===== config.mk =====
export PLATFORM = sky130hd
export DESIGN_NAME = mem_arb
export DESIGN_NICKNAME = d
export VERILOG_FILES = /design/src/rtl/mem_arb.sv
export SDC_FILE = /design/constraint.sdc
export NUM_CORES = 1
export LEC_CHECK = 0
export CORE_AREA = 2 2 206 208
export CTS_CLUSTER_SIZE = 28
export DETAILED_ROUTE_END_ITERATION = 10
export DIE_AREA = 0 0 208 210
export PLACE_DENSITY = 0.48
export RECOVER_POWER = 50
export SLEW_MARGIN = 10
export SYNTH_ARGS = -nofsm -noshare
export SYNTH_HDL_FRONTEND = slang
export SYNTH_SLANG_ARGS = --single-unit

===== constraint.sdc =====
create_clock -name clk -period 4.55 [get_ports clk]
set_input_delay 0.6825 -clock clk [delete_from_list [all_inputs] [get_ports clk]]
set_output_delay 0.6825 -clock clk [all_outputs]
set_load 0.05 [all_outputs]

===== src/rtl/mem_arb.sv =====
// Two-port (fetch/data) to one-port memory arbiter with data priority and a fetch-starvation streak limit.
// Optional feature: define MEM_ARB_REG_RESP_EN to register the response path (adds the RESP state).
module mem_arb #(
  parameter int unsigned MAX_D_STREAK = 4
) (
  input  logic        clk,
  input  logic        rst,
  input  logic [63:0] im_req_addr,
  input  logic        im_req_valid,
  output logic [63:0] im_resp_rdata,
  output logic        im_resp_valid,
  input  logic [63:0] dm_req_addr,
  input  logic [63:0] dm_req_wdata,
  input  logic        dm_req_wen,
  input  logic        dm_req_valid,
  output logic [63:0] dm_resp_rdata,
  output logic        dm_resp_valid,
  output logic [63:0] bus_req_addr,
  output logic [63:0] bus_req_wdata,
  output logic        bus_req_wen,
  output logic        bus_req_valid,
  input  logic        bus_req_ready,
  input  logic [63:0] bus_resp_rdata,
  input  logic        bus_resp_valid,
  output logic [2:0]  dbg_state,
  output logic [2:0]  dbg_streak
);

  typedef enum logic [2:0] {
    S_IDLE  = 3'd0,
    S_IREQ  = 3'd1,
    S_IWAIT = 3'd2,
    S_DREQ  = 3'd3,
    S_DWAIT = 3'd4
`ifdef MEM_ARB_REG_RESP_EN
    , S_RESP = 3'd5
`endif
  } state_t;

  localparam logic [2:0] STREAK_MAX = 3'(MAX_D_STREAK);

  state_t      state_q, state_d;
  logic [2:0]  streak_q, streak_d;
  logic [63:0] addr_q, addr_d;
  logic [63:0] wdata_q, wdata_d;
  logic        wen_q, wen_d;
  logic        valid_q, valid_d;
  logic        d_wins;

`ifdef MEM_ARB_REG_RESP_EN
  logic [63:0] resp_data_q, resp_data_d;
  logic        im_rv_q, im_rv_d;
  logic        dm_rv_q, dm_rv_d;
`endif

  // Data wins unless a waiting fetch has already been passed over MAX_D_STREAK times.
  assign d_wins = dm_req_valid && !(im_req_valid && (streak_q == STREAK_MAX));

  always_comb begin
    state_d  = state_q;
    streak_d = streak_q;
    addr_d   = addr_q;
    wdata_d  = wdata_q;
    wen_d    = wen_q;
    valid_d  = valid_q;
`ifdef MEM_ARB_REG_RESP_EN
    resp_data_d = resp_data_q;
    im_rv_d     = 1'b0;
    dm_rv_d     = 1'b0;
`endif
    case (state_q)
      S_IDLE: begin
        if (d_wins) begin
          state_d  = S_DREQ;
          addr_d   = dm_req_addr;
          wdata_d  = dm_req_wdata;
          wen_d    = dm_req_wen;
          valid_d  = 1'b1;
          if (!im_req_valid)                streak_d = 3'd0;
          else if (streak_q != STREAK_MAX)  streak_d = streak_q + 3'd1;
        end else if (im_req_valid) begin
          state_d  = S_IREQ;
          addr_d   = im_req_addr;
          wdata_d  = 64'd0;
          wen_d    = 1'b0;
          valid_d  = 1'b1;
          streak_d = 3'd0;
        end
      end
      // Request fields stay frozen while valid is high; transfer happens on valid && ready.
      S_IREQ: begin
        if (bus_req_ready) begin
          state_d = S_IWAIT;
          valid_d = 1'b0;
        end
      end
      S_DREQ: begin
        if (bus_req_ready) begin
          state_d = S_DWAIT;
          valid_d = 1'b0;
        end
      end
      S_IWAIT: begin
        if (bus_resp_valid) begin
`ifdef MEM_ARB_REG_RESP_EN
          state_d     = S_RESP;
          resp_data_d = bus_resp_rdata;
          im_rv_d     = 1'b1;
`else
          state_d = S_IDLE;
`endif
        end
      end
      S_DWAIT: begin
        if (bus_resp_valid) begin
`ifdef MEM_ARB_REG_RESP_EN
          state_d     = S_RESP;
          resp_data_d = bus_resp_rdata;
          dm_rv_d     = 1'b1;
`else
          state_d = S_IDLE;
`endif
        end
      end
`ifdef MEM_ARB_REG_RESP_EN
      S_RESP: state_d = S_IDLE;
`endif
      default: state_d = S_IDLE;
    endcase
  end

  always_ff @(posedge clk or negedge rst) begin
    if (!rst) begin
      state_q  <= S_IDLE;
      streak_q <= 3'd0;
      addr_q   <= 64'd0;
      wdata_q  <= 64'd0;
      wen_q    <= 1'b0;
      valid_q  <= 1'b0;
`ifdef MEM_ARB_REG_RESP_EN
      resp_data_q <= 64'd0;
      im_rv_q     <= 1'b0;
      dm_rv_q     <= 1'b0;
`endif
    end else begin
      state_q  <= state_d;
      streak_q <= streak_d;
      addr_q   <= addr_d;
      wdata_q  <= wdata_d;
      wen_q    <= wen_d;
      valid_q  <= valid_d;
`ifdef MEM_ARB_REG_RESP_EN
      resp_data_q <= resp_data_d;
      im_rv_q     <= im_rv_d;
      dm_rv_q     <= dm_rv_d;
`endif
    end
  end

  assign bus_req_addr  = addr_q;
  assign bus_req_wdata = wdata_q;
  assign bus_req_wen   = wen_q;
  assign bus_req_valid = valid_q;
  assign dbg_state     = state_q;
  assign dbg_streak    = streak_q;

`ifdef MEM_ARB_REG_RESP_EN
  assign im_resp_valid = im_rv_q;
  assign dm_resp_valid = dm_rv_q;
  assign im_resp_rdata = resp_data_q;
  assign dm_resp_rdata = resp_data_q;
`else
  // Responses outside a wait state never qualify, which drops spurious bus pulses.
  assign im_resp_valid = (state_q == S_IWAIT) && bus_resp_valid;
  assign dm_resp_valid = (state_q == S_DWAIT) && bus_resp_valid;
  assign im_resp_rdata = bus_resp_rdata;
  assign dm_resp_rdata = bus_resp_rdata;
`endif

endmodule


; ---- Word-level counts from Yosys, hierarchy flattened
; Cells that the tools add are included.
[word_totals]
reg_bits = 136
in_bits = 263
out_inout_bits = 266
elab_cells = 53
[op_classes]
addsub = 1
n_eq_ne = 12
muxes = 20
reduce_logical = 14
[ops]
columns = op, count
row1 = two-way mux 64 bit, 4
row2 = two-way mux 3 bit, 9
row3 = case mux 3 bit (4 select lines), 1
row4 = "== test 3 x 2 -> 1 bit, second input constant", 2
row5 = "== test 3 bit, second input constant", 2
row6 = "inequality test 3 bit, second input constant", 2
row7 = AND reduction 3 bit, 2
row8 = two-way mux 1 bit, 5
row9 = logical AND 1 bit, 4
row10 = "inequality test 2 x 1 -> 1 bit, second input constant", 2
row11 = "inequality test 2 bit, second input constant", 2
row12 = AND reduction 4 bit, 1
row13 = nonzero test 2 bit, 2
row14 = OR reduction 2 bit, 2
row15 = "adder 3 x 1 -> 3 bit, second input constant", 1
row16 = "== test 3 x 1 -> 1 bit, second input constant", 1
row17 = logical NOT 3 bit, 1
row18 = "inequality test 3 x 2 -> 1 bit, second input constant", 1
row19 = case mux 1 bit (2 select lines), 1
row20 = AND reduction 2 bit, 1
row21 = logical NOT 1 bit, 1

; ---- Depth between registers and ports, before layout
; Gate-level depths: netlist of run 1.
[depth]
word_depth = 6
mapped_depth = 7
depth_no_buf = 5

; ---- Worst setup path after synthesis of run 1
; Ideal clock, no wire load.
[synth_path]
kind = register -> output
from = reg state_q[1] (netlist: dbg_state[1])
to = out im_resp_valid
t_arrival_ns = 2.470
t_required_ns = 3.868
setup_slack_ns = 1.397
path_stages_with_launch = 3
n_path_buf = 0
cell_sequence = dfrtp_1 > inv_1 > nor4b_1
[synth_via]
elab_chain_len = 2
[synth_lines]
columns = item, line
row1 = start: declaration, 42  ; state_t state_q, state_d;
row2 = start signal: assignment, 146  ; state_q <= state_d;
row3 = == test 3 x 2 -> 1 bit, 174  ; assign im_resp_valid = (state_q == S_IWAIT) && bus_resp_valid;
row4 = logical AND 1 bit, 174
row5 = end: declaration, 11  ; output logic im_resp_valid,
; No other way between the ends.

; ---- Worst setup path after layout of run 1
[layout_path]
from = in bus_resp_valid
to = out im_resp_valid
[layout_via]
elab_chain_len = 1
[layout_lines]
columns = item, line
row1 = start: declaration, 24  ; input logic bus_resp_valid,
row2 = logical AND 1 bit, 174
; No other way between the ends.

==> run metrics, run 1 <==
DIE AREA=between 40,000 and 50,000 um2; status=finished, final reports clean; initial antenna violation count=0; share of cells above drive strength 1=~6.3%; Critical Path Slowest Stage Cell=clkdlybuf4s50_1; post-synthesis cell area=a little over 7000 um2; multi-input logic area=2480 um2; Vias=between 5k and 6k; DRT Wirelength=between 20,000 and 30,000 um; Longest Clk Path Bufs=2; Die X=~210 um; PostCTS Resize Cnt=0; reg2reg path depth=4; Post-CTS Hold Buffers=0; Routed wire per std cell=around 20 um; dpl hpwl=19,700 um; Pwr per Cell Area=around 780 nW/um2; register bit total from synthesis=~140; area leader, netlist=dfrtp_1; TritonCTS Buffers=17; CP arrival=2.29 ns; crit end category=primary output; n_diodes=0; Chip Height=about 210 um; final layout net count=between 1k and 1.5k; crit-path max cell delay=approximately 0.86 ns; Top cell by count, worst path=clkdlybuf4s50_1; CTS Root Cell=clkbuf_16; Final Critical Period=~3.0 ns; Final Hold Viols=0; dpl cells=around 1.3k; slew at the pin closest to its max-slew limit=1.47 ns; CTS tree=done; RSZ-0062 raised after global routing=no; first-pass GRT wire length=40,500 um; placer congestion estimate=roughly 0.73; Rel. slew slack=2.30%; Site Rows=75; critical path class=in2out; maximum VDD drop=~0.35 mV; Fill cells=4,397; DRT Pass-1 Iters=4; Num Clock Sinks=136; Worst Path Required=about 3.9 ns; Period Utilization, post-route=around two thirds; Post-synth ARST share=between 90% and 100%; vias in the first global route=a little over 6k; Clock Pin Slew Worst Setup and Hold Paths=about 0.07 ns; Synth Area per Inst=~12 um2; startpoint types=primary input; post-route ant nets=0; cell count after synthesis=619; drt via density=around 4.3; Clk Latency, worst-skew pair=between 0.4 and 0.5 ns; most frequent cell after synthesis=dfrtp_1; Yosys top cell area share=47.2%; Max Clk Rate=about 0.34 GHz; Final Worst Setup Slack=1.57 ns; sequential cell area=between 3000 and 4000 um2; max-cap viol count=0; Final setup viols=0; Slew Viols, Final=0; Fin Clk Skew=about 0.012 ns; number of synthesized flops with an enable pin=0; I/O pin cnt=between 500 and 600; setup TNS=0 ns; commonest cells in the netlist=136 x dfrtp_1, 129 x buf_4, 66 x a22o_1; Main synth FF type=dfrtp_1; worst slack, placed=approximately 1.5 ns; Hold Crit Class=in2async; leakage power=around 4.0 nW; final core utilization=25.7%; GR Overflow Total=0; Synth area leaders=dfrtp_1 47%, buf_4 13%, a311o_1 8.9%; Core Area=between 40,000 and 50,000 um2; final non-filler cell total=1,346; largest net degree at the start of global routing=102; total chip power=about 8.4 mW; H-tree depth=4; # DRC=0; Layout Area Growth over Synthesis=47.8%; 1st-iter DRT viols=roughly 300; crit-path cells=clkdlybuf4s50_1 > nor4b_1 > clkdlybuf4s50_1; GRT Resource Usage Total=~12%; # Post-CTS Setup Buffers=0; Port Buffer Count=between 300 and 400; Yosys Warn Count=0; Crit Path Max Fanout=4; syn nets=~880; Starting Density=about 17%; post-synth cell types=29; register area share after synthesis=47.2%
## metrics by stage
step	cell area [um2]	hold slack, ns
floorplan	7200	0.387
global placement	10100	0.469
detailed placement	10100	0.477
CTS	10700	0.214
global route	10700	0.225
finish	10700	0.201
## worst max-delay path, delay by kind of cell
| family | cells | cell delay (ns) |
|---|---|---|
| buffers and inverters | 2 | 1.36 |
| and+or+nand+nor | 1 | 0.25 |
## layout make-up
type	instances	area share (%)
Clock buffer	18	4.12
Clock inverter	14	1.52
Inverter	4	0.141
Multi-Input combinational cell	287	23.3
Sequential cell	136	32.0
Tap cell	539	6.33
Timing Repair Buffer	348	32.6
## power breakdown
part           switching (mW)  internal, mW
Combinational            3.01          1.79
Sequential              0.328          1.77
Clock                   0.623         0.834
## worst paths after layout
| path | slack (ns) | start | end |
|---|---|---|---|
| max | 1.57 | bus_resp_valid | im_resp_valid |
| min | 0.20 | rst | bus_req_addr[23] |
| max reg2reg | 1.90 | dbg_state[0] | bus_req_wdata[26] |
| min reg2reg | 0.49 | bus_req_valid | bus_req_valid |
| max in group asynchronous | 2.56 | rst | bus_req_wdata[17] |
| min in group clk | 0.49 | bus_req_valid | bus_req_valid |
## layer usage
metal,up-vias,track usage [%],wire (um)
met1,2864,12.7,10200
met4,0,3.60,418
met2,365,20.9,13500
met3,19,7.73,3410
met5,-,0.556,0
li1,2587,-,-
## state kept, by name (all words and copies together), names as in the netlist
name           count
bus_req_addr      64
bus_req_valid      1
bus_req_wdata     64
bus_req_wen        1
dbg_state          3
dbg_streak         3
## layout by cell type, fill, tap and decap left out, drive strengths merged
master and n:
nor2 3, ha 2, nor4b 1, nand2b 3
o21ai 1, clkdlybuf4s50 331, a221oi 1, bufinv 2
clkbuf 19, nor2b 1, nand3 1, a22o 66
nor3 1, o22ai 2, a32o 2, nand2 3
dfrtp 136, or3 2, a21boi 64, dlygate4sd3 3
or2 1, inv 10, clkinv 4, mux2 1
and3 2, a311o 64, a21oi 1, buf 13
clkinvlp 2, o22a 64, nand3b 1
## logic make-up after synthesis
logic type	share of synthesized area (%)
AOI/OAI and AO/OA	32.1
and+or+nand+nor	1.56
adders and majority gates	0.347
DFF	47.2
muxes	0.156
buffers and inverters	18.6
Power figures use the tool's default switching activity.
==> run 2: changes to the inputs <==
--- a/config.mk
+++ b/config.mk
@@ -5,11 +5,11 @@
 export SDC_FILE = /design/constraint.sdc
 export NUM_CORES = 1
 export LEC_CHECK = 0
-export CORE_AREA = 2 2 206 208
+export CORE_AREA = 2 2 208 210
 export CTS_CLUSTER_SIZE = 28
 export DETAILED_ROUTE_END_ITERATION = 10
-export DIE_AREA = 0 0 208 210
-export PLACE_DENSITY = 0.48
+export DIE_AREA = 0 0 210 212
+export PLACE_DENSITY = 0.47
 export RECOVER_POWER = 50
 export SLEW_MARGIN = 10
 export SYNTH_ARGS = -nofsm -noshare
==> constraint.sdc (replaced) <==
create_clock -name clk -period 3 [get_ports clk]
set_input_delay 0.45 -clock clk [delete_from_list [all_inputs] [get_ports clk]]
set_output_delay 0.45 -clock clk [all_outputs]
set_load 0.05 [all_outputs]
==> run metrics, run 2 (synthesized netlist as in run 1, its figures left out) <==
status=finished, violations left (was finished, final reports clean); failing checks=max-capacitance violations, max-slew violations; Slew Viols, Final=59 (was 0); Site Rows=76 (was 75); DIE AREA=44,500 um2 (was 43,700 um2); Worst R2R Setup Slack=0.59 ns (was 1.90 ns); CP startpoint=dbg_state[1] (was bus_resp_valid); DRT Wirelength=27,500 um (was 27,600 um); Final Critical Period=2.58 ns; first-pass GRT wire length=39,400 um (was 40,500 um); Pwr per Cell Area=1180 nW/um2 (was 784 nW/um2); setup TNS=0 ns (unchanged); Post-Place Cell Area=10,200 um2 (was 10,100 um2); Final Hold Viols=0 (unchanged); placer congestion estimate=0.698 (was 0.731); Clk Latency, worst-skew pair=0.48 ns (was 0.45 ns); Starting Density=16.9% (was 17.4%); Chip Height=212 um (was 210 um); RSZ-0062 raised after global routing=no (unchanged); Max Clk Rate=between 0.3 and 0.4 GHz; reg-to-reg startpoint=dbg_state[0] (unchanged); H-tree depth=4 (unchanged); maximum VDD drop=0.443 mV (was 0.346 mV); DRT Pass-1 Iters=4 (unchanged); Layout Area Growth over Synthesis=49.9% (was 47.8%); Hold Crit Class=in2reg (was in2async); final layout net count=1,070 (was 1,059); grt met2 use=19.9% (was 20.9%); critical path class=reg2out (was in2out); Worst R2R End=bus_req_addr[40] (was bus_req_wdata[26]); initial antenna violation count=1 (was 0); # DRC=0 (unchanged); largest net degree at the start of global routing=127 (was 102); vias in the first global route=6,009 (was 6,221); share of cells above drive strength 1=6.85% (was 6.32%); startpoint types=flip-flop (was primary input); Fin Clk Skew=0.0103 ns (was 0.0124 ns); Worst Setup EP=im_resp_valid (unchanged); I/O pin cnt=529 (unchanged); Worst Path Required=2.55 ns (was 3.87 ns); multi-input logic area=2490 um2 (was 2480 um2); GRT Resource Usage Total=12.2% (was 12.4%); # Post-CTS Setup Buffers=0 (unchanged); most used routing layer=met2 (unchanged); Crit Path Max Fanout=6 (was 4); Die X=210 um (was 208 um); Num Clock Sinks=136 (unchanged); slew at the pin closest to its max-slew limit=1.75 ns (was 1.47 ns); commonest non-fill, non-tap cell in the layout=clkdlybuf4s50_1 (unchanged); Fill cells=4,516 (was 4,397); GR Overflow Total=0 (unchanged); most frequent cells in the layout=333 x clkdlybuf4s50_1, 136 x dfrtp_1, 66 x a22o_1 (was 331 x clkdlybuf4s50_1, 136 x dfrtp_1, 66 x a22o_1); Rel. slew slack=-16.4% (was 2.30%); CTS Root Cell=clkbuf_16 (unchanged); reg2reg path depth=4 (unchanged); CP arrival=2.13 ns (was 2.29 ns); Clock Pin Slew Worst Setup and Hold Paths=0.06 ns (was 0.07 ns); leakage power=4.10 nW (was 4.03 nW); TritonCTS Buffers=17 (unchanged); CTS tree=done (unchanged); drt via density=4.31 (was 4.34); Longest Clk Path Bufs=2 (unchanged); Final setup viols=0 (unchanged); GR met3 Demand/Resource=6.96% (was 7.73%); Core Area=42,500 um2 (was 41,500 um2); Routed wire per std cell=20.2 um (was 20.5 um); 1st-iter DRT viols=240 (was 296); Port Buffer Count=336 (unchanged); post-route cell area=10,800 um2 (was 10,700 um2); dpl hpwl=19,600 um (was 19,700 um); Vias=5,881 (was 5,835); Period Utilization, post-route=a little under nine tenths; max-cap viol count=1 (was 0); GR Util met1=12.6% (was 12.7%); sequential cell area=3400 um2 (unchanged); post-route ant nets=0 (unchanged); crit end category=primary output (unchanged)
-- run 2: cell count changes in the layout (fill, tap and decap cells not counted), sizes merged --
cell | before | now
clkinvlp | 2 | 3
clkdlybuf4s50 | 331 | 333
clkinv | 4 | 2
dlygate4sd3 | 3 | 2
inv | 10 | 4
buf | 13 | 21
clkbuf | 19 | 27
diode | 0 | 1
-- run 2: how the worst min path moves through the flow --
| stage | end | start | slack [ns] | cells after the start |
|---|---|---|---|---|
| global placement | bus_req_valid | bus_req_valid | 0.47 | 2 |
| global route | dbg_streak[2] | dm_req_valid | 0.30 | 2 |
| finish | dbg_streak[2] | dm_req_valid | 0.33 | 2 |
| detailed placement | bus_req_valid | bus_req_valid | 0.48 | 2 |
| CTS | dbg_streak[2] | dm_req_valid | 0.27 | 2 |
| floorplan | bus_req_addr[0] | rst | 0.15 | 0 |
-- run 2: power by group --
part	switching, mW	internal (mW)	leakage (nW)
Combinational	4.57	2.80	2.18
Clock	0.875	1.30	0.278
Sequential	0.495	2.68	1.63
Total	5.94	6.78	4.10
-- run 2: per-layer routing --
layer | up-vias | routed length (um) | share of wire, %
li1 | 2610 | - | -
met4 | 0 | 756 | 2.7
met2 | 353 | 13300 | 48
met1 | 2881 | 10300 | 37
met3 | 37 | 3210 | 12
met5 | - | 0 | 0
-- run 2: final cells by class --
type,count,share of cell area (%)
diodes,1,0.0232
clock buffers,24,4.55
clock inverters,7,0.857
inverters,4,0.139
multi-input cells,287,23.1
flip-flops and latches,136,31.5
well taps,546,6.32
repair buffers,359,33.5
-- run 2: repair_timing --
item	CTS	global route
resized for setup	0	0
endpoints found under the hold margin	56	0
hold buffers	1	0
-- run 2: per-stage QoR --
| stage | utilization, % | hold WS, ns | instances | worst slack (ns) | total power, mW |
|---|---|---|---|---|---|
| global route | 25.4 | 0.296 | 1363 | 0.207 | 13.4 |
| detailed placement | 24.0 | 0.479 | 1331 | 0.460 | 10.7 |
| global placement | 24.0 | 0.474 | 1331 | 0.445 | 10.7 |
| floorplan | - | 0.154 | 619 | 0.0796 | 8.54 |
| finish | 25.4 | 0.328 | 1364 | 0.425 | 12.7 |
| CTS | 25.4 | 0.270 | 1363 | 0.350 | 13.0 |
-- run 2: worst max-delay path, cell delays in order (launching register included) --
cell	delay, ns
dfrtp_1	0.42
inv_1	0.08
nor4b_1	0.31
clkdlybuf4s50_1	0.86
